<file path="src/rtl/ili9341_pkg.sv">
// Shared definitions for the ILI9341 SPI controller: command opcodes, controller
// states, the power-up init ROM and the fixed window-setup byte sequence.
package ili9341_pkg;

    localparam logic [7:0] CMD_SWRESET = 8'h01;
    localparam logic [7:0] CMD_SLPOUT  = 8'h11;
    localparam logic [7:0] CMD_COLMOD  = 8'h3A;
    localparam logic [7:0] CMD_MADCTL  = 8'h36;
    localparam logic [7:0] CMD_DISPON  = 8'h29;
    localparam logic [7:0] CMD_CASET   = 8'h2A;
    localparam logic [7:0] CMD_PASET   = 8'h2B;
    localparam logic [7:0] CMD_RAMWR   = 8'h2C;

    localparam logic [7:0] COLMOD_RGB565 = 8'h55;
    localparam logic [7:0] MADCTL_BGR_MX = 8'h48;

    localparam logic [3:0] INIT_LEN = 4'd7;
    localparam logic [3:0] WIN_LEN  = 4'd11;

    typedef enum logic [2:0] {
        RESET_WAIT,
        INIT,
        INIT_DELAY,
        IDLE,
        WINDOW,
        STREAM
    } state_t;

    typedef enum logic {
        DLY_NONE,
        DLY_120MS
    } delay_sel_t;

    typedef struct packed {
        logic       is_cmd;
        logic [7:0] data;
        delay_sel_t delay_sel;
    } rom_entry_t;

    function automatic rom_entry_t init_rom(input logic [3:0] idx);
        rom_entry_t e;
        e = '{is_cmd: 1'b0, data: 8'h00, delay_sel: DLY_NONE};
        case (idx)
            4'd0:    e = '{is_cmd: 1'b1, data: CMD_SWRESET,   delay_sel: DLY_120MS};
            4'd1:    e = '{is_cmd: 1'b1, data: CMD_SLPOUT,    delay_sel: DLY_120MS};
            4'd2:    e = '{is_cmd: 1'b1, data: CMD_COLMOD,    delay_sel: DLY_NONE};
            4'd3:    e = '{is_cmd: 1'b0, data: COLMOD_RGB565, delay_sel: DLY_NONE};
            4'd4:    e = '{is_cmd: 1'b1, data: CMD_MADCTL,    delay_sel: DLY_NONE};
            4'd5:    e = '{is_cmd: 1'b0, data: MADCTL_BGR_MX, delay_sel: DLY_NONE};
            4'd6:    e = '{is_cmd: 1'b1, data: CMD_DISPON,    delay_sel: DLY_NONE};
            default: ;
        endcase
        return e;
    endfunction

    // Window always starts at (0,0); only the end column/row vary with the panel size.
    function automatic logic [7:0] window_byte(input logic [3:0] idx,
                                               input logic [15:0] col_last,
                                               input logic [15:0] row_last);
        logic [7:0] b;
        b = 8'h00;
        case (idx)
            4'd0:    b = CMD_CASET;
            4'd3:    b = col_last[15:8];
            4'd4:    b = col_last[7:0];
            4'd5:    b = CMD_PASET;
            4'd8:    b = row_last[15:8];
            4'd9:    b = row_last[7:0];
            4'd10:   b = CMD_RAMWR;
            default: b = 8'h00;
        endcase
        return b;
    endfunction

    function automatic logic window_is_cmd(input logic [3:0] idx);
        return (idx == 4'd0) || (idx == 4'd5) || (idx == 4'd10);
    endfunction

endpackage

</file>
<file path="src/rtl/ili9341_spi_byte.sv">
// Mode-0 SPI byte shifter: one byte in 16 clk_out cycles, MSB first, with done
// asserted in the last cycle so the next byte can start with no gap.
module ili9341_spi_byte (
    input  logic       clk_out,
    input  logic       rst,
    input  logic       start,
    input  logic [7:0] tx_byte,
    input  logic       dc,
    output logic       busy,
    output logic       done,
    output logic       sck,
    output logic       mosi,
    output logic       dc_out
);

    logic       busy_q, busy_d;
    logic [3:0] cnt_q, cnt_d;
    logic [7:0] shift_q, shift_d;
    logic       sck_q, sck_d;
    logic       mosi_q, mosi_d;
    logic       dc_q, dc_d;

    always_comb begin
        busy_d  = busy_q;
        cnt_d   = cnt_q;
        shift_d = shift_q;
        sck_d   = sck_q;
        mosi_d  = mosi_q;
        dc_d    = dc_q;
        done    = busy_q && (cnt_q == 4'd15);

        // Even phases hold sck low with mosi settled, odd phases raise sck.
        if (start && (!busy_q || done)) begin
            busy_d  = 1'b1;
            cnt_d   = 4'd0;
            shift_d = {tx_byte[6:0], 1'b0};
            mosi_d  = tx_byte[7];
            sck_d   = 1'b0;
            dc_d    = dc;
        end else if (busy_q) begin
            if (done) begin
                busy_d  = 1'b0;
                cnt_d   = 4'd0;
                shift_d = 8'h00;
                sck_d   = 1'b0;
                mosi_d  = 1'b0;
            end else begin
                cnt_d = cnt_q + 4'd1;
                if (!cnt_q[0]) begin
                    sck_d = 1'b1;
                end else begin
                    sck_d   = 1'b0;
                    mosi_d  = shift_q[7];
                    shift_d = {shift_q[6:0], 1'b0};
                end
            end
        end
    end

    always_ff @(posedge clk_out) begin
        if (!rst) begin
            busy_q  <= 1'b0;
            cnt_q   <= 4'd0;
            shift_q <= 8'h00;
            sck_q   <= 1'b0;
            mosi_q  <= 1'b0;
            dc_q    <= 1'b0;
        end else begin
            busy_q  <= busy_d;
            cnt_q   <= cnt_d;
            shift_q <= shift_d;
            sck_q   <= sck_d;
            mosi_q  <= mosi_d;
            dc_q    <= dc_d;
        end
    end

    assign busy   = busy_q;
    assign sck    = sck_q;
    assign mosi   = mosi_q;
    assign dc_out = dc_q;

endmodule

</file>
<file path="src/rtl/ili9341_spi_ctrl.sv">
// ILI9341 SPI controller: power-up init, window setup, then RGB565 pixel streaming
// paced by data_clk. Defining ILI9341_FAST_SIM_EN shortens all long delays to 64 cycles.
module ili9341_spi_ctrl
    import ili9341_pkg::*;
#(
    parameter int WIDTH  = 240,
    parameter int HEIGHT = 240,
    parameter int CLK_HZ = 31_250_000
) (
    input  logic        clk_out,
    input  logic        rst,
    input  logic        frame_done,
    input  logic [15:0] input_data,
    output logic        spi_mosi,
    output logic        spi_sck,
    output logic        spi_cs,
    output logic        spi_dc,
    output logic        data_clk
);

`ifdef ILI9341_FAST_SIM_EN
    localparam logic [31:0] RESET_CYCLES = 32'd64;
    localparam logic [31:0] SLEEP_CYCLES = 32'd64;
`else
    localparam logic [31:0] RESET_CYCLES = 32'(CLK_HZ / 1000 * 5);
    localparam logic [31:0] SLEEP_CYCLES = 32'(CLK_HZ / 1000 * 120);
`endif
    localparam logic [15:0] COL_LAST = 16'(WIDTH - 1);
    localparam logic [15:0] ROW_LAST = 16'(HEIGHT - 1);

    state_t      state_q, state_d;
    logic [31:0] dly_q, dly_d;
    logic [4:0]  dclk_q, dclk_d;
    logic [3:0]  idx_q, idx_d;
    logic        pend_dly_q, pend_dly_d;
    logic        lo_pend_q, lo_pend_d;
    logic [7:0]  pix_lo_q, pix_lo_d;
    logic        cs_q, cs_d;
    logic        cs_prev_q, cs_prev_d;

    logic        start, busy, done, free, boundary, tx_dc;
    logic [7:0]  tx_byte;
    rom_entry_t  entry;

    ili9341_spi_byte u_byte (
        .clk_out (clk_out),
        .rst     (rst),
        .start   (start),
        .tx_byte (tx_byte),
        .dc      (tx_dc),
        .busy    (busy),
        .done    (done),
        .sck     (spi_sck),
        .mosi    (spi_mosi),
        .dc_out  (spi_dc)
    );

    always_comb begin
        state_d    = state_q;
        dly_d      = dly_q;
        dclk_d     = (state_q == RESET_WAIT) ? 5'd0 : dclk_q + 5'd1;
        idx_d      = idx_q;
        pend_dly_d = pend_dly_q;
        lo_pend_d  = lo_pend_q;
        pix_lo_d   = pix_lo_q;
        cs_d       = cs_q;
        cs_prev_d  = cs_q;
        start      = 1'b0;
        tx_byte    = 8'h00;
        tx_dc      = 1'b0;
        entry      = init_rom(idx_q);
        free       = !busy || done;
        boundary   = (dclk_q == 5'd31);

        case (state_q)
            RESET_WAIT: begin
                cs_d = 1'b1;
                if (dly_q == RESET_CYCLES - 32'd1) begin
                    dly_d   = 32'd0;
                    state_d = INIT;
                end else begin
                    dly_d = dly_q + 32'd1;
                end
            end
            INIT: begin
                cs_d = !(busy && !done);
                // Commands need cs to have been high for two cycles; parameters follow back-to-back.
                if (free) begin
                    if (pend_dly_q) begin
                        pend_dly_d = 1'b0;
                        state_d    = INIT_DELAY;
                    end else if (idx_q == INIT_LEN) begin
                        idx_d   = 4'd0;
                        state_d = IDLE;
                    end else if (!entry.is_cmd || (cs_q && cs_prev_q)) begin
                        start      = 1'b1;
                        tx_byte    = entry.data;
                        tx_dc      = !entry.is_cmd;
                        idx_d      = idx_q + 4'd1;
                        pend_dly_d = (entry.delay_sel == DLY_120MS);
                        cs_d       = 1'b0;
                    end
                end
            end
            INIT_DELAY: begin
                cs_d = 1'b1;
                if (dly_q == SLEEP_CYCLES - 32'd1) begin
                    dly_d   = 32'd0;
                    state_d = INIT;
                end else begin
                    dly_d = dly_q + 32'd1;
                end
            end
            IDLE: begin
                cs_d = 1'b1;
                if (boundary && !frame_done) begin
                    idx_d   = 4'd0;
                    state_d = WINDOW;
                end
            end
            WINDOW: begin
                cs_d = 1'b0;
                if (free) begin
                    if (idx_q == WIN_LEN) begin
                        idx_d   = 4'd0;
                        state_d = STREAM;
                    end else begin
                        start   = 1'b1;
                        tx_byte = window_byte(idx_q, COL_LAST, ROW_LAST);
                        tx_dc   = !window_is_cmd(idx_q);
                        idx_d   = idx_q + 4'd1;
                    end
                end
            end
            STREAM: begin
                cs_d = 1'b0;
                // A pixel is two bytes exactly filling one data_clk slot, so the low byte ends on the boundary.
                if (lo_pend_q && done) begin
                    start     = 1'b1;
                    tx_byte   = pix_lo_q;
                    tx_dc     = 1'b1;
                    lo_pend_d = 1'b0;
                end else if (boundary && free) begin
                    if (frame_done) begin
                        cs_d    = 1'b1;
                        state_d = IDLE;
                    end else begin
                        start     = 1'b1;
                        tx_byte   = input_data[15:8];
                        tx_dc     = 1'b1;
                        pix_lo_d  = input_data[7:0];
                        lo_pend_d = 1'b1;
                    end
                end
            end
            default: state_d = RESET_WAIT;
        endcase
    end

    always_ff @(posedge clk_out) begin
        if (!rst) begin
            state_q    <= RESET_WAIT;
            dly_q      <= 32'd0;
            dclk_q     <= 5'd0;
            idx_q      <= 4'd0;
            pend_dly_q <= 1'b0;
            lo_pend_q  <= 1'b0;
            pix_lo_q   <= 8'h00;
            cs_q       <= 1'b1;
            cs_prev_q  <= 1'b1;
        end else begin
            state_q    <= state_d;
            dly_q      <= dly_d;
            dclk_q     <= dclk_d;
            idx_q      <= idx_d;
            pend_dly_q <= pend_dly_d;
            lo_pend_q  <= lo_pend_d;
            pix_lo_q   <= pix_lo_d;
            cs_q       <= cs_d;
            cs_prev_q  <= cs_prev_d;
        end
    end

    assign spi_cs   = cs_q;
    assign data_clk = dclk_q[4];

endmodule

</file>
<file path="config.mk">
export PLATFORM = sky130hd
export DESIGN_NAME = ili9341_spi_ctrl
export DESIGN_NICKNAME = d
export VERILOG_FILES = /design/src/rtl/ili9341_pkg.sv /design/src/rtl/ili9341_spi_byte.sv /design/src/rtl/ili9341_spi_ctrl.sv
export SDC_FILE = /design/constraint.sdc
export NUM_CORES = 1
export LEC_CHECK = 0
export BUFFER_PORTS_ARGS = -buffer_cell sky130_fd_sc_hd__buf_4
export CAP_MARGIN = 25
export CORE_AREA = 2 2 130 101
export CTS_CLUSTER_SIZE = 8
export DETAILED_ROUTE_END_ITERATION = 8
export DIE_AREA = 0 0 132 103
export PLACE_DENSITY_LB_ADDON = 0.3
export SYNTH_ARGS = -nofsm -noshare
export SYNTH_HDL_FRONTEND = slang
export SYNTH_SLANG_ARGS = --single-unit
</file>
<file path="constraint.sdc">
create_clock -name clk_out -period 3.5 [get_ports clk_out]
set_input_delay 0.7 -clock clk_out [delete_from_list [all_inputs] [get_ports clk_out]]
set_output_delay 0.7 -clock clk_out [all_outputs]
set_load 0.05 [all_outputs]
</file>
==> results of run 1 <==
## power breakdown
part           switching, mW  leakage, nW  internal, mW
Combinational          0.117        0.859        0.0789
Clock                  0.345        0.166         0.716
Sequential            0.0392        0.565         0.828
## layout make-up
type,count,area (um^2)
Fill cell,1304,7990
Multi-Input combinational cell,366,2310
Sequential cell,70,1400
Clock buffer,11,243
Tap cell,171,214
Timing Repair Buffer,25,188
Clock inverter,5,106
Inverter,8,30.0
## synthesized netlist by cell type (3+ instances only)
library cell               count
sky130_fd_sc_hd__inv_1         7
sky130_fd_sc_hd__and4bb_2      3
sky130_fd_sc_hd__a211oi_2      3
sky130_fd_sc_hd__a211oi_1      3
sky130_fd_sc_hd__o211ai_1      4
sky130_fd_sc_hd__mux2i_1      10
sky130_fd_sc_hd__nand2b_1      7
sky130_fd_sc_hd__o21ai_0      22
sky130_fd_sc_hd__a31oi_1       5
sky130_fd_sc_hd__dfxtp_1      70
sky130_fd_sc_hd__nand2_1      40
sky130_fd_sc_hd__and2_1        5
sky130_fd_sc_hd__nor2b_1       6
sky130_fd_sc_hd__xor2_1       25
sky130_fd_sc_hd__o22ai_1       3
sky130_fd_sc_hd__ha_1          9
sky130_fd_sc_hd__a22oi_1       3
sky130_fd_sc_hd__or3_1         3
sky130_fd_sc_hd__and3_1        5
sky130_fd_sc_hd__o21a_1        3
sky130_fd_sc_hd__buf_2         6
sky130_fd_sc_hd__nor4_1        4
sky130_fd_sc_hd__a21oi_1      38
sky130_fd_sc_hd__nor2_1       73
sky130_fd_sc_hd__nor3_1        5
sky130_fd_sc_hd__nand3_1      19
sky130_fd_sc_hd__xnor2_1       9
sky130_fd_sc_hd__nand4_1      10
sky130_fd_sc_hd__buf_6         3
sky130_fd_sc_hd__clkbuf_1      7
sky130_fd_sc_hd__buf_4         4
sky130_fd_sc_hd__and4_1        6
## layout by cell type (no fill, tap or decap), types with 3 or more instances in the layout
master                      count
sky130_fd_sc_hd__and3_1         5
sky130_fd_sc_hd__nor4_1         4
sky130_fd_sc_hd__dfxtp_1       70
sky130_fd_sc_hd__xor2_1        25
sky130_fd_sc_hd__nor2_1        73
sky130_fd_sc_hd__a211oi_2       3
sky130_fd_sc_hd__a21oi_1       38
sky130_fd_sc_hd__or3_1          3
sky130_fd_sc_hd__nor3_1         5
sky130_fd_sc_hd__inv_1          7
sky130_fd_sc_hd__bufinv_16      3
sky130_fd_sc_hd__o211ai_1       4
sky130_fd_sc_hd__o22ai_1        3
sky130_fd_sc_hd__clkbuf_16      9
sky130_fd_sc_hd__and4_1         6
sky130_fd_sc_hd__a31oi_1        5
sky130_fd_sc_hd__mux2i_1       10
sky130_fd_sc_hd__xnor2_1        9
sky130_fd_sc_hd__buf_4         25
sky130_fd_sc_hd__nand2b_1       7
sky130_fd_sc_hd__nand3_1       19
sky130_fd_sc_hd__ha_1           9
sky130_fd_sc_hd__nand2_1       40
sky130_fd_sc_hd__o21ai_0       22
sky130_fd_sc_hd__a211oi_1       3
sky130_fd_sc_hd__and2_1         5
sky130_fd_sc_hd__nor2b_1        6
sky130_fd_sc_hd__a22oi_1        3
sky130_fd_sc_hd__nand4_1       10
sky130_fd_sc_hd__o21a_1         3
sky130_fd_sc_hd__and4bb_2       3
## path summary, 6_finish.rpt
kind	depth (start not counted)	slack (ns)	start	endpoint
worst min-delay path	1	0.45	dclk_q[0]	dclk_q[0]
worst max-delay path	7	0.94	u_byte.cnt_q[0]	u_byte.shift_q[1]
worst max register to register	7	0.94	u_byte.cnt_q[0]	u_byte.shift_q[1]
worst min register to register	1	0.45	dclk_q[0]	dclk_q[0]
## worst register-to-register path, stage by stage, from the launching register on
cell and delay (ns):
sky130_fd_sc_hd__dfxtp_1 0.45, sky130_fd_sc_hd__ha_1 0.27, sky130_fd_sc_hd__nand3_1 0.28, sky130_fd_sc_hd__nand2_1 0.44, sky130_fd_sc_hd__o211ai_1 0.24, sky130_fd_sc_hd__o21ai_2 0.46, sky130_fd_sc_hd__o221a_2 0.27, sky130_fd_sc_hd__nor2_1 0.03
## metrics by stage
step / cell area [um^2] / setup slack (ns) / utilization, % / cells
after CTS: 4490 / 0.958 / 36.0 / 656
after floorplan: 3870 / 1.23 / - / 466
final: 4490 / 0.938 / 36.0 / 656
after global placement: 4140 / 1.07 / 33.2 / 640
after detailed placement: 4140 / 0.958 / 33.2 / 640
after global routing: 4490 / 0.614 / 36.0 / 656
## flip-flops by register name, indices dropped and copies added, names as in the netlist, 3 cells and up
signal,count
dclk_q,5
pix_lo_q,8
idx_q,4
u_byte.shift_q,7
state_q,3
dly_q,32
u_byte.cnt_q,4
## routing by layer
metal  routed length, um  vias to the layer above
li1                    -                     1692
met1                4770                     1639
met4                 144                        0
met2                3940                       64
met5                   0                        -
met3                 411                       10
## logic make-up (layout without fill, tap and decap cells)
logic type | count (synthesis) | after routing | share of synthesized area [%]
simple gates | 208 | 208 | 28.2
compound gates | 103 | 103 | 17.7
flops | 70 | 70 | 36.2
xor+xnor | 34 | 34 | 7.70
buf+inv | 30 | 49 | 4.08
mux | 12 | 12 | 3.17
fa+ha+maj | 9 | 9 | 2.91
==> reports/metrics.cfg, run 1 <==
[status]
run_status = completed

[routing]
detail_route.wl_per_cell_um = 14.1
vias = 3405
route.antenna.remaining_nets = 0
drc_errors = 0
detail_route.first_pass.iterations = 5
route.final.wire_length_um = 9260
drt_iter0_drcs = 210
viasPerCell = 5.19

[floorplanning]
row_count = 36
die_width_um = 132
pin_count = 24
dieHeight_um = 103
core_area_mm2 = 0.0125
initial_utilization_pct = 31.0
die-area_mm2 = 0.0136

[clock_network]
cts.sink_count = 70
cts_post_setup_buffers_inserted = 0
clock_latency_ns = 0.34
htree_num_levels = 3
cts_made_buffers = 9
tritoncts = yes
postCtsHoldBufs = 0
cts_root_buf = sky130_fd_sc_hd__clkbuf_16
clkTransAtPathRegs_ns = 0.06
cts_resized = 0
clock_tree.buffer_depth = 2

[timing]
clock.fmax_mhz = 390
grt_setup_unrepaired = false
fin_setup_tns_ns = 0
max_slew_margin_pct = 54.1
worst_clock_skew_ns = 0.0103
report.final.setup_viol = 0
final-max-slew-violation-count = 0
worst_margin_pin_slew_ns = 0.688
period_utilization_pct = 73.2
hold_ws_ns = 0.448
finalHoldViolations = 0
finalCriticalPeriod_ns = 2.56

[critical_path]
timing.critical_path.cells = ha_1 -> nand3_1 -> nand2_1 -> o211ai_1 -> o21ai_2 -> o221a_2 -> nor2_1
crit_path_max_incr_delay_ns = 0.46
crit_arrival_ns = 2.78
criticalPathCategory = reg -> reg
worst-path-buf-inv = 0
cp_top_family = compound AO/OA/AOI/OAI gates
critPathMaxFanout = 15
cp_data_required_time_ns = 3.72
setup.worst_path.end_class = register
crit_slowest_cell = sky130_fd_sc_hd__o21ai_2
startpoint_type = register

[grt]
grt_max_degree = 33
groute.layer.met1.usage_pct = 20.7
grtUsageMet2_pct = 21.2
vias_in_the_first_global_route = 3133
grt_pass1_wl_um = 15700
grt_busiest_layer = met2
grt_antenna_before_repair = 0
grt_util_all_layers_pct = 14.5
grtUsageMet3_pct = 3.00
global_route.overflow_total = 0

[logic_synthesis]
mappedNetlistArea_mm2 = 0.00387
ys_ff_latch = 70
synth_area_leaders = sky130_fd_sc_hd__dfxtp_1 (36%), sky130_fd_sc_hd__nor2_1 (7.1%), sky130_fd_sc_hd__xor2_1 (5.7%)
synth-seq-area-share_pct = 36.2
yosysUniqueCellTypes = 67
post-synth-top-area-fraction_pct = 36.2
synth_area_per_cell_um2 = 8.30
synth_cells = 466
ys_async_sr_fraction_pct = 0
synth_edf_count = 0
synthFlopType = sky130_fd_sc_hd__dfxtp_1
synthesis.nets = 494
yosys_warnings = 0
netlist.top_cell.by_area = sky130_fd_sc_hd__dfxtp_1

[layout]
nets_finish = 508
insertedDiodeCount = 0
area_growth_pct = 16.1
final_layout_size_suffix_gt1_share_pct = 12.8

[power_and_ir_drop]
ir_drop_uv = 269
power_density_mw_per_mm2 = 473
report.power.total_mw = 2.12
p_leak_nw = 1.59

[placement]
dp_hpwl_um = 6510
gp_congestion = 0.866
port-buffer-count = 23

[run]
max_cap_viol_count = 0

[min_path]
min_path_type = reg -> reg

Power figures use the tool's default switching activity.
==> inputs of run 2 (changes only) <==
clock period = 2.3 ns   (was 3.5 ns; I/O delays follow)
==> run 2 against run 1 <==
  * Core utilization rose by 1.3 points
  * First-iteration DRC count fell by 25%
  * Via count fell by 0.82%
  * Fmax rose by 20%
  * Cell area rose by 3.7%
  * Final cell count rose by 3.5%
  * Global-route usage rose by 0.13 points
  * Worst hold slack got worse by 0.095 ns
  * Critical path depth rose by 2
  * Count of clock-buffer cells in the layout fell by 2
==> reports/metrics.cfg, run 2 (synthesis results as in run 1) <==
[clock_network]
cts_post_setup_buffers_inserted = 0  ; unchanged
clkTransAtPathRegs_ns = 0.06  ; about the same
postCtsHoldBufs = 0  ; unchanged
clock_latency_ns = 0.34  ; about the same
htree_num_levels = 3  ; unchanged
cts_root_buf = sky130_fd_sc_hd__clkbuf_16  ; unchanged
tritoncts = yes  ; unchanged
cts.sink_count = 70  ; unchanged
clock_tree.buffer_depth = 2  ; unchanged
cts_made_buffers = 9  ; unchanged
cts_resized = 0  ; unchanged

[routing]
route.antenna.remaining_nets = 0  ; unchanged
route.final.wire_length_um = 9460  ; was 9260 um
vias = 3377  ; was 3405
drt_iter0_drcs = 157  ; was 210
viasPerCell = 4.97  ; was 5.19
detail_route.first_pass.iterations = 4  ; was 5
drc_errors = 0  ; unchanged
detail_route.wl_per_cell_um = 13.9  ; was 14.1 um

[timing]
worst_clock_skew_ns = 0.00700  ; was 0.0103 ns
worst_margin_pin_slew_ns = 0.635  ; was 0.688 ns
finalCriticalPeriod_ns = 2.14  ; was 2.56 ns
final-max-slew-violation-count = 0  ; unchanged
finalHoldViolations = 0  ; unchanged
clock.fmax_mhz = 468  ; was 390 MHz
report.final.setup_viol = 0  ; unchanged
post-route-worst-setup-slack_ns = 0.162  ; was 0.938 ns
fin_setup_tns_ns = 0  ; unchanged
max_slew_margin_pct = 57.3  ; was 54.1%
period_utilization_pct = 93.0  ; was 73.2%
grt_setup_unrepaired = false  ; unchanged

[power_and_ir_drop]
switchingPower_mw = 0.825  ; was 0.501 mW
p_sw_share_pct = 26.7  ; was 23.6%
power.clock.fraction_pct = 46.5  ; was 50.0%
ir_drop_uv = 349  ; was 269 uV
power_frac_comb_pct = 11.1  ; was 9.2%
internal_power_contribution_mw = 2.26  ; was 1.62 mW
p_leak_nw = 1.70  ; was 1.59 nW
sequentialPowerShare_pct = 42.4  ; was 40.8%
report.power.total_mw = 3.09  ; was 2.12 mW
power_density_mw_per_mm2 = 663  ; was 473 mW/mm^2

[run]
max_cap_viol_count = 0  ; unchanged

[layout]
area_growth_pct = 20.4  ; was 16.1%
number_of_flip_flops_under_the_largest_register_name = 32  ; unchanged
layout_common_cells = sky130_fd_sc_hd__nor2_1 (73), sky130_fd_sc_hd__dfxtp_1 (70), sky130_fd_sc_hd__buf_4 (47), sky130_fd_sc_hd__nand2_1 (40), sky130_fd_sc_hd__a21oi_1 (38)  ; was sky130_fd_sc_hd__nor2_1 (73), sky130_fd_sc_hd__dfxtp_1 (70), sky130_fd_sc_hd__nand2_1 (40), sky130_fd_sc_hd__a21oi_1 (38)
nets_finish = 531  ; was 508
biggestRegsByFlops = dly_q x32, pix_lo_q x8, u_byte.shift_q x7  ; unchanged
post-route-cell-area_mm2 = 0.00465  ; was 0.00449 mm^2
insertedDiodeCount = 0  ; unchanged
most_common_cell_after_layout_fill_and_taps_aside = sky130_fd_sc_hd__nor2_1  ; unchanged
final_layout_size_suffix_gt1_share_pct = 17.3  ; was 12.8%
regMostFlops = dly_q  ; unchanged
finalNonFillerCells = 679  ; was 656
fillCellCount = 1274  ; was 1304

[critical_path]
crit_arrival_ns = 2.40  ; was 2.78 ns
criticalPathCategory = reg -> reg  ; unchanged
startpoint_type = register  ; unchanged
critPathMaxFanout = 7  ; was 15
setup.worst_path.end_class = register  ; unchanged
cp_data_required_time_ns = 2.56  ; was 3.72 ns

[grt]
grt_pass1_wl_um = 16000  ; was 15700 um
global_route.overflow_total = 0  ; unchanged
grt_util_all_layers_pct = 14.6  ; was 14.5%
vias_in_the_first_global_route = 3221  ; was 3133
grt_antenna_before_repair = 0  ; unchanged
grt_max_degree = 33  ; unchanged

[placement]
placed_cells = 663  ; was 640
place_worst_setup_slack_ns = 0.135  ; was 0.958 ns
dp_hpwl_um = 6960  ; was 6510 um
port-buffer-count = 23  ; unchanged
gp_congestion = 0.843  ; was 0.866
placed_area_mm2 = 0.00433  ; was 0.00414 mm^2

[floorplanning]
dieHeight_um = 103  ; unchanged
die_width_um = 132  ; unchanged
die-area_mm2 = 0.0136  ; unchanged
core_area_mm2 = 0.0125  ; unchanged
initial_utilization_pct = 31.0  ; unchanged
pin_count = 24  ; unchanged
row_count = 36  ; unchanged

[status]
run_status = completed  ; unchanged

[min_path]
min_path_type = in -> reg  ; was reg -> reg

## run 2: layout make-up
class                      instances  area, um^2  share of cell area [%]
clock buffer                       9         225                    4.84
clock inverter                     7        81.3                    1.75
inverter                           8        30.0                   0.645
multi-input combinational        366        2330                    50.0
sequential                        70        1400                    30.1
tap                              171         214                    4.60
timing repair buffer              48         373                    8.01
## run 2: per-layer routing
layer | part of all wire, % | vias up | GRT usage [%]
met3 | 4.4 | 9 | 3.10
met4 | 1.3 | 0 | 4.26
met1 | 52 | 1580 | 20.7
met5 | 0 | - | 0
met2 | 42 | 51 | 22.4
li1 | - | 1737 | -
## run 2: path summary, 6_finish.rpt
kind | cells past startpoint | slack, ns | to | start
worst max-delay path | 9 | 0.16 | u_byte.shift_q[3] | dclk_q[0]
worst min-delay path | 3 | 0.35 | pix_lo_q[0] | input_data[0]
worst max register to register | 9 | 0.16 | u_byte.shift_q[3] | dclk_q[0]
worst min register to register | 1 | 0.45 | dclk_q[0] | dclk_q[0]
## run 2: power by group through the flow
stage | clock network [mW] | registers [mW] | logic [mW]
after detailed placement | 0 | 1.33 | 0.336
after global placement | 0 | 1.33 | 0.331
after global routing | 1.53 | 1.32 | 0.383
final | 1.44 | 1.31 | 0.343
after CTS | 1.46 | 1.31 | 0.338
after floorplan | 0 | 1.34 | 0.224
## run 2: metrics by stage
| stage | util [%] | hold WS [ns] |
|---|---|---|
| final | 37.3 | 0.353 |
| after global routing | 37.3 | 0.360 |
| after global placement | 34.7 | 0.431 |
| after CTS | 37.1 | 0.351 |
| after floorplan | - | 0.418 |
| after detailed placement | 34.7 | 0.443 |
## run 2: worst max-delay path, cell delays in order, from the launching register on
cell and delay, ns:
sky130_fd_sc_hd__dfxtp_1 0.32, sky130_fd_sc_hd__ha_1 0.22, sky130_fd_sc_hd__and3_1 0.19, sky130_fd_sc_hd__ha_1 0.22
sky130_fd_sc_hd__nand2b_1 0.18, sky130_fd_sc_hd__a21o_1 0.15, sky130_fd_sc_hd__nand2_1 0.10, sky130_fd_sc_hd__a211oi_4 0.39
sky130_fd_sc_hd__nand2_1 0.11, sky130_fd_sc_hd__a31oi_1 0.18
==> inputs of run 3 (changes only) <==
CORE_AREA = 2 2 132 102   (was 2 2 130 101)
DIE_AREA = 0 0 134 104   (was 0 0 132 103)
SYNTH_HIERARCHICAL = 1   (was not set)
==> run 3 against run 2 <==
  * First-iteration DRC count increased by 110%
  * Register-to-register slack got worse by 0.06 ns
  * Sequential cell count unchanged
  * Count of clock-buffer cells in the layout increased by 3
  * Cell area increased by 13%
==> reports/metrics.cfg, run 3 <==
[floorplanning]
die_width_um = 134  ; was 132 um
dieHeight_um = 104  ; was 103 um
die-area_mm2 = 0.0139  ; was 0.0136 mm^2
core_area_mm2 = 0.0127  ; was 0.0125 mm^2
pin_count = 24  ; unchanged
row_count = 36  ; unchanged
initial_utilization_pct = 31.2  ; was 31.0%

[routing]
detail_route.wl_per_cell_um = 14.6  ; was 13.9 um
viasPerCell = 5.13  ; was 4.97
route.antenna.remaining_nets = 0  ; unchanged
drc_errors = 0  ; unchanged
vias = 3825  ; was 3377
drt_iter0_drcs = 326  ; was 157
detail_route.first_pass.iterations = 4  ; unchanged
route.final.wire_length_um = 10900  ; was 9460 um

[critical_path]
worst-path-buf-inv = 2  ; was 0
critPathMaxFanout = 16  ; was 7
setup.worst_path.end_class = register  ; unchanged
crit_slowest_cell = sky130_fd_sc_hd__or4b_1  ; was sky130_fd_sc_hd__a211oi_4
criticalPathCategory = reg -> reg  ; unchanged
startpoint_type = register  ; unchanged
cp_data_required_time_ns = 2.52  ; was 2.56 ns
crit_arrival_ns = 2.43  ; was 2.40 ns
crit_path_max_incr_delay_ns = 0.58  ; was 0.39 ns
critical_path_depth = 7  ; was 9
timing.critical_path.cells = or4b_1 -> nor4_4 -> mux2i_2 -> o41ai_4 -> buf_4 -> buf_12 -> nor2_1  ; was ha_1 -> and3_1 -> ha_1 -> nand2b_1 -> a21o_1 -> nand2_1 -> a211oi_4 -> nand2_1 -> a31oi_1
timing.rr.end = dly_q[9]  ; was u_byte.shift_q[3]
cp_top_family = simple AND/OR/NAND/NOR gates  ; was compound AO/OA/AOI/OAI gates
worst_setup_slack_for_register_to_register_paths_ns = 0.1  ; was 0.16 ns
critical_path.reg2reg.startpoint = dly_q[4]  ; was dclk_q[0]
launching_element_of_the_worst_setup_path = dly_q[4]  ; was dclk_q[0]
reg2regPathDepth = 7  ; was 9

[power_and_ir_drop]
p_leak_nw = 1.93  ; was 1.70 nW
report.power.total_mw = 2.57  ; was 3.09 mW
ir_drop_uv = 521  ; was 349 uV
power_density_mw_per_mm2 = 487  ; was 663 mW/mm^2

[timing]
report.final.setup_viol = 0  ; unchanged
final-max-slew-violation-count = 0  ; unchanged
period_utilization_pct = 95.8  ; was 93.0%
finalHoldViolations = 0  ; unchanged
hold_ws_ns = 0.358  ; was 0.353 ns
worst_margin_pin_slew_ns = 0.589  ; was 0.635 ns
finalCriticalPeriod_ns = 2.20  ; was 2.14 ns
fin_setup_tns_ns = 0  ; unchanged
worst_clock_skew_ns = 0.00896  ; was 0.00700 ns
max_slew_margin_pct = 60.7  ; was 57.3%
clock.fmax_mhz = 454  ; was 468 MHz

[layout]
regMostFlops = dly_q  ; unchanged
final_layout_size_suffix_gt1_share_pct = 26.4  ; was 17.3%
insertedDiodeCount = 0  ; unchanged
fillCellCount = 1238  ; was 1274
nets_finish = 600  ; was 531
number_of_flip_flops_under_the_largest_register_name = 32  ; unchanged
combined_area_of_the_multi_input_logic_cells_mm2 = 0.00260  ; was 0.00233 mm^2
area_growth_pct = 33.5  ; was 20.4%
finalNonFillerCells = 746  ; was 679
biggestRegsByFlops = dly_q x32, pix_lo_q x8, u_byte/shift_q x7  ; was dly_q x32, pix_lo_q x8, u_byte.shift_q x7
ff_latch_area_mm2 = 0.00141  ; was 0.00140 mm^2
most_common_cell_after_layout_fill_and_taps_aside = sky130_fd_sc_hd__buf_4  ; was sky130_fd_sc_hd__nor2_1
layout_common_cells = sky130_fd_sc_hd__buf_4 (88), sky130_fd_sc_hd__nor2_1 (69), sky130_fd_sc_hd__dfxtp_1 (62), sky130_fd_sc_hd__nand2_1 (50), sky130_fd_sc_hd__nand3_1 (24)  ; was sky130_fd_sc_hd__nor2_1 (73), sky130_fd_sc_hd__dfxtp_1 (70), sky130_fd_sc_hd__buf_4 (47), sky130_fd_sc_hd__nand2_1 (40), sky130_fd_sc_hd__a21oi_1 (38)

[placement]
port-buffer-count = 23  ; unchanged
gp_congestion = 0.862  ; was 0.843
placed_cells = 720  ; was 663
dp_hpwl_um = 7770  ; was 6960 um

[clock_network]
cts_made_buffers = 9  ; unchanged
tritoncts = yes  ; unchanged
cts.sink_count = 70  ; unchanged
clkTransAtPathRegs_ns = 0.06  ; about the same
cts_root_buf = sky130_fd_sc_hd__clkbuf_16  ; unchanged
clock_tree.buffer_depth = 2  ; unchanged
htree_num_levels = 3  ; unchanged
clock_latency_ns = 0.34  ; about the same
postCtsHoldBufs = 0  ; unchanged

[status]
run_status = completed  ; unchanged

[logic_synthesis]
yosys_warnings = 6  ; was 0
ys_ff_latch = 70  ; unchanged
synth_area_per_cell_um2 = 8.01  ; was 8.30 um^2
synthesis.nets = 521  ; was 494
post-synth-top-area-fraction_pct = 35.5  ; was 36.2%
yosys-top-cells-count = sky130_fd_sc_hd__nor2_1 (71), sky130_fd_sc_hd__dfxtp_1 (70), sky130_fd_sc_hd__nand2_1 (51)  ; was sky130_fd_sc_hd__nor2_1 (73), sky130_fd_sc_hd__dfxtp_1 (70), sky130_fd_sc_hd__nand2_1 (40)
synth_cells = 493  ; was 466
mappedNetlistArea_mm2 = 0.00395  ; was 0.00387 mm^2
synth-seq-area-share_pct = 35.5  ; was 36.2%
synthMostInstantiatedCell = sky130_fd_sc_hd__nor2_1  ; unchanged
netlist.top_cell.by_area = sky130_fd_sc_hd__dfxtp_1  ; unchanged
synth_area_leaders = sky130_fd_sc_hd__dfxtp_1 (35%), sky130_fd_sc_hd__nor2_1 (6.8%), sky130_fd_sc_hd__nand2_1 (4.8%)  ; was sky130_fd_sc_hd__dfxtp_1 (36%), sky130_fd_sc_hd__nor2_1 (7.1%), sky130_fd_sc_hd__xor2_1 (5.7%)
yosysUniqueCellTypes = 64  ; was 67
ys_async_sr_fraction_pct = 0  ; unchanged
synth_edf_count = 0  ; unchanged
synthFlopType = sky130_fd_sc_hd__dfxtp_1  ; unchanged

[grt]
grt_antenna_before_repair = 0  ; unchanged
grt_pass1_wl_um = 18300  ; was 16000 um
grt_util_all_layers_pct = 16.3  ; was 14.6%
vias_in_the_first_global_route = 3670  ; was 3221
global_route.overflow_total = 0  ; unchanged
grt_max_degree = 17  ; was 33

[min_path]
worst_hold_path.num_cells = 3  ; unchanged
min_delay_worst_endpoint = pix_lo_q[4]  ; was pix_lo_q[0]
min_path_type = in -> reg  ; unchanged
worstHoldStart = input_data[4]  ; was input_data[0]

[run]
max_cap_viol_count = 0  ; unchanged

[run 3: stage by stage]
| step | utilization (%) | cell area [um^2] | worst slack [ns] |
|---|---|---|---|
| 2_1_floorplan | - | 4010 | -0.136 |
| 3_3_place_gp | 37.4 | 4730 | -0.00238 |
| 3_5_place_dp | 37.4 | 4730 | -0.133 |
| 4_1_cts | 40.4 | 5110 | 0.0177 |
| 5_1_grt | 41.6 | 5270 | -0.0231 |
| 6_report | 41.6 | 5270 | 0.0968 |
[run 3: final cells by class]
type	count	area share [%]
multi-input cells	384	49.3
flip-flops and latches	70	26.8
repair buffers	91	13.7
clock buffers	12	4.68
well taps	171	4.06
inverters	16	1.19
clock inverters	2	0.190
[run 3: worst reg2reg max path: stages, from the launching register on]
cell	delay (ns)
sky130_fd_sc_hd__dfxtp_1	0.36
sky130_fd_sc_hd__or4b_1	0.59
sky130_fd_sc_hd__nor4_4	0.32
sky130_fd_sc_hd__mux2i_2	0.15
sky130_fd_sc_hd__o41ai_4	0.29
sky130_fd_sc_hd__buf_4	0.19
sky130_fd_sc_hd__buf_12	0.14
sky130_fd_sc_hd__nor2_1	0.06
[run 3: routing by layer]
metal	track usage [%]	part of all wire, %
met2	24.0	43
met1	23.6	51
met4	3.95	0.94
met3	4.43	4.7
met5	0	0
[run 3: cells by family (layout without fill, tap and decap cells)]
kind of cell             count (synthesis)  count (layout)  share of synthesized area, %
flip-flops                              70              70                          35.5
multiplexers                            12              12                          3.17
AO/OA/AOI/OAI                           85              85                          14.9
XOR/XNOR                                32              32                          7.10
AND/OR/NAND/NOR                        246             246                          32.2
adder cells (fa/ha/maj)                  9               9                          2.85
buffers and inverters                   39             121                          4.31
[run 3: worst max-delay path by stage]
stage,endpoint
final,dly_q[9]
after global routing,u_byte/shift_q[2]
after detailed placement,dly_q[9]
after floorplan,u_byte/shift_q[2]
after global placement,dly_q[13]
after CTS,dly_q[9]
[run 3: what timing repair did]
action                     4_1_cts  5_1_grt
gates resized for setup         11       29
pin swaps                        4        7
buffers inserted                 4        6
setup endpoints to repair       35       47
gates cloned                     2        0
[run 3: power by group]
group / total, mW / switching (mW) / internal (mW)
Sequential: 1.22 / 0.00243 / 1.22
Combinational: 0.103 / 0.0485 / 0.0546
Clock: 1.25 / 0.503 / 0.743
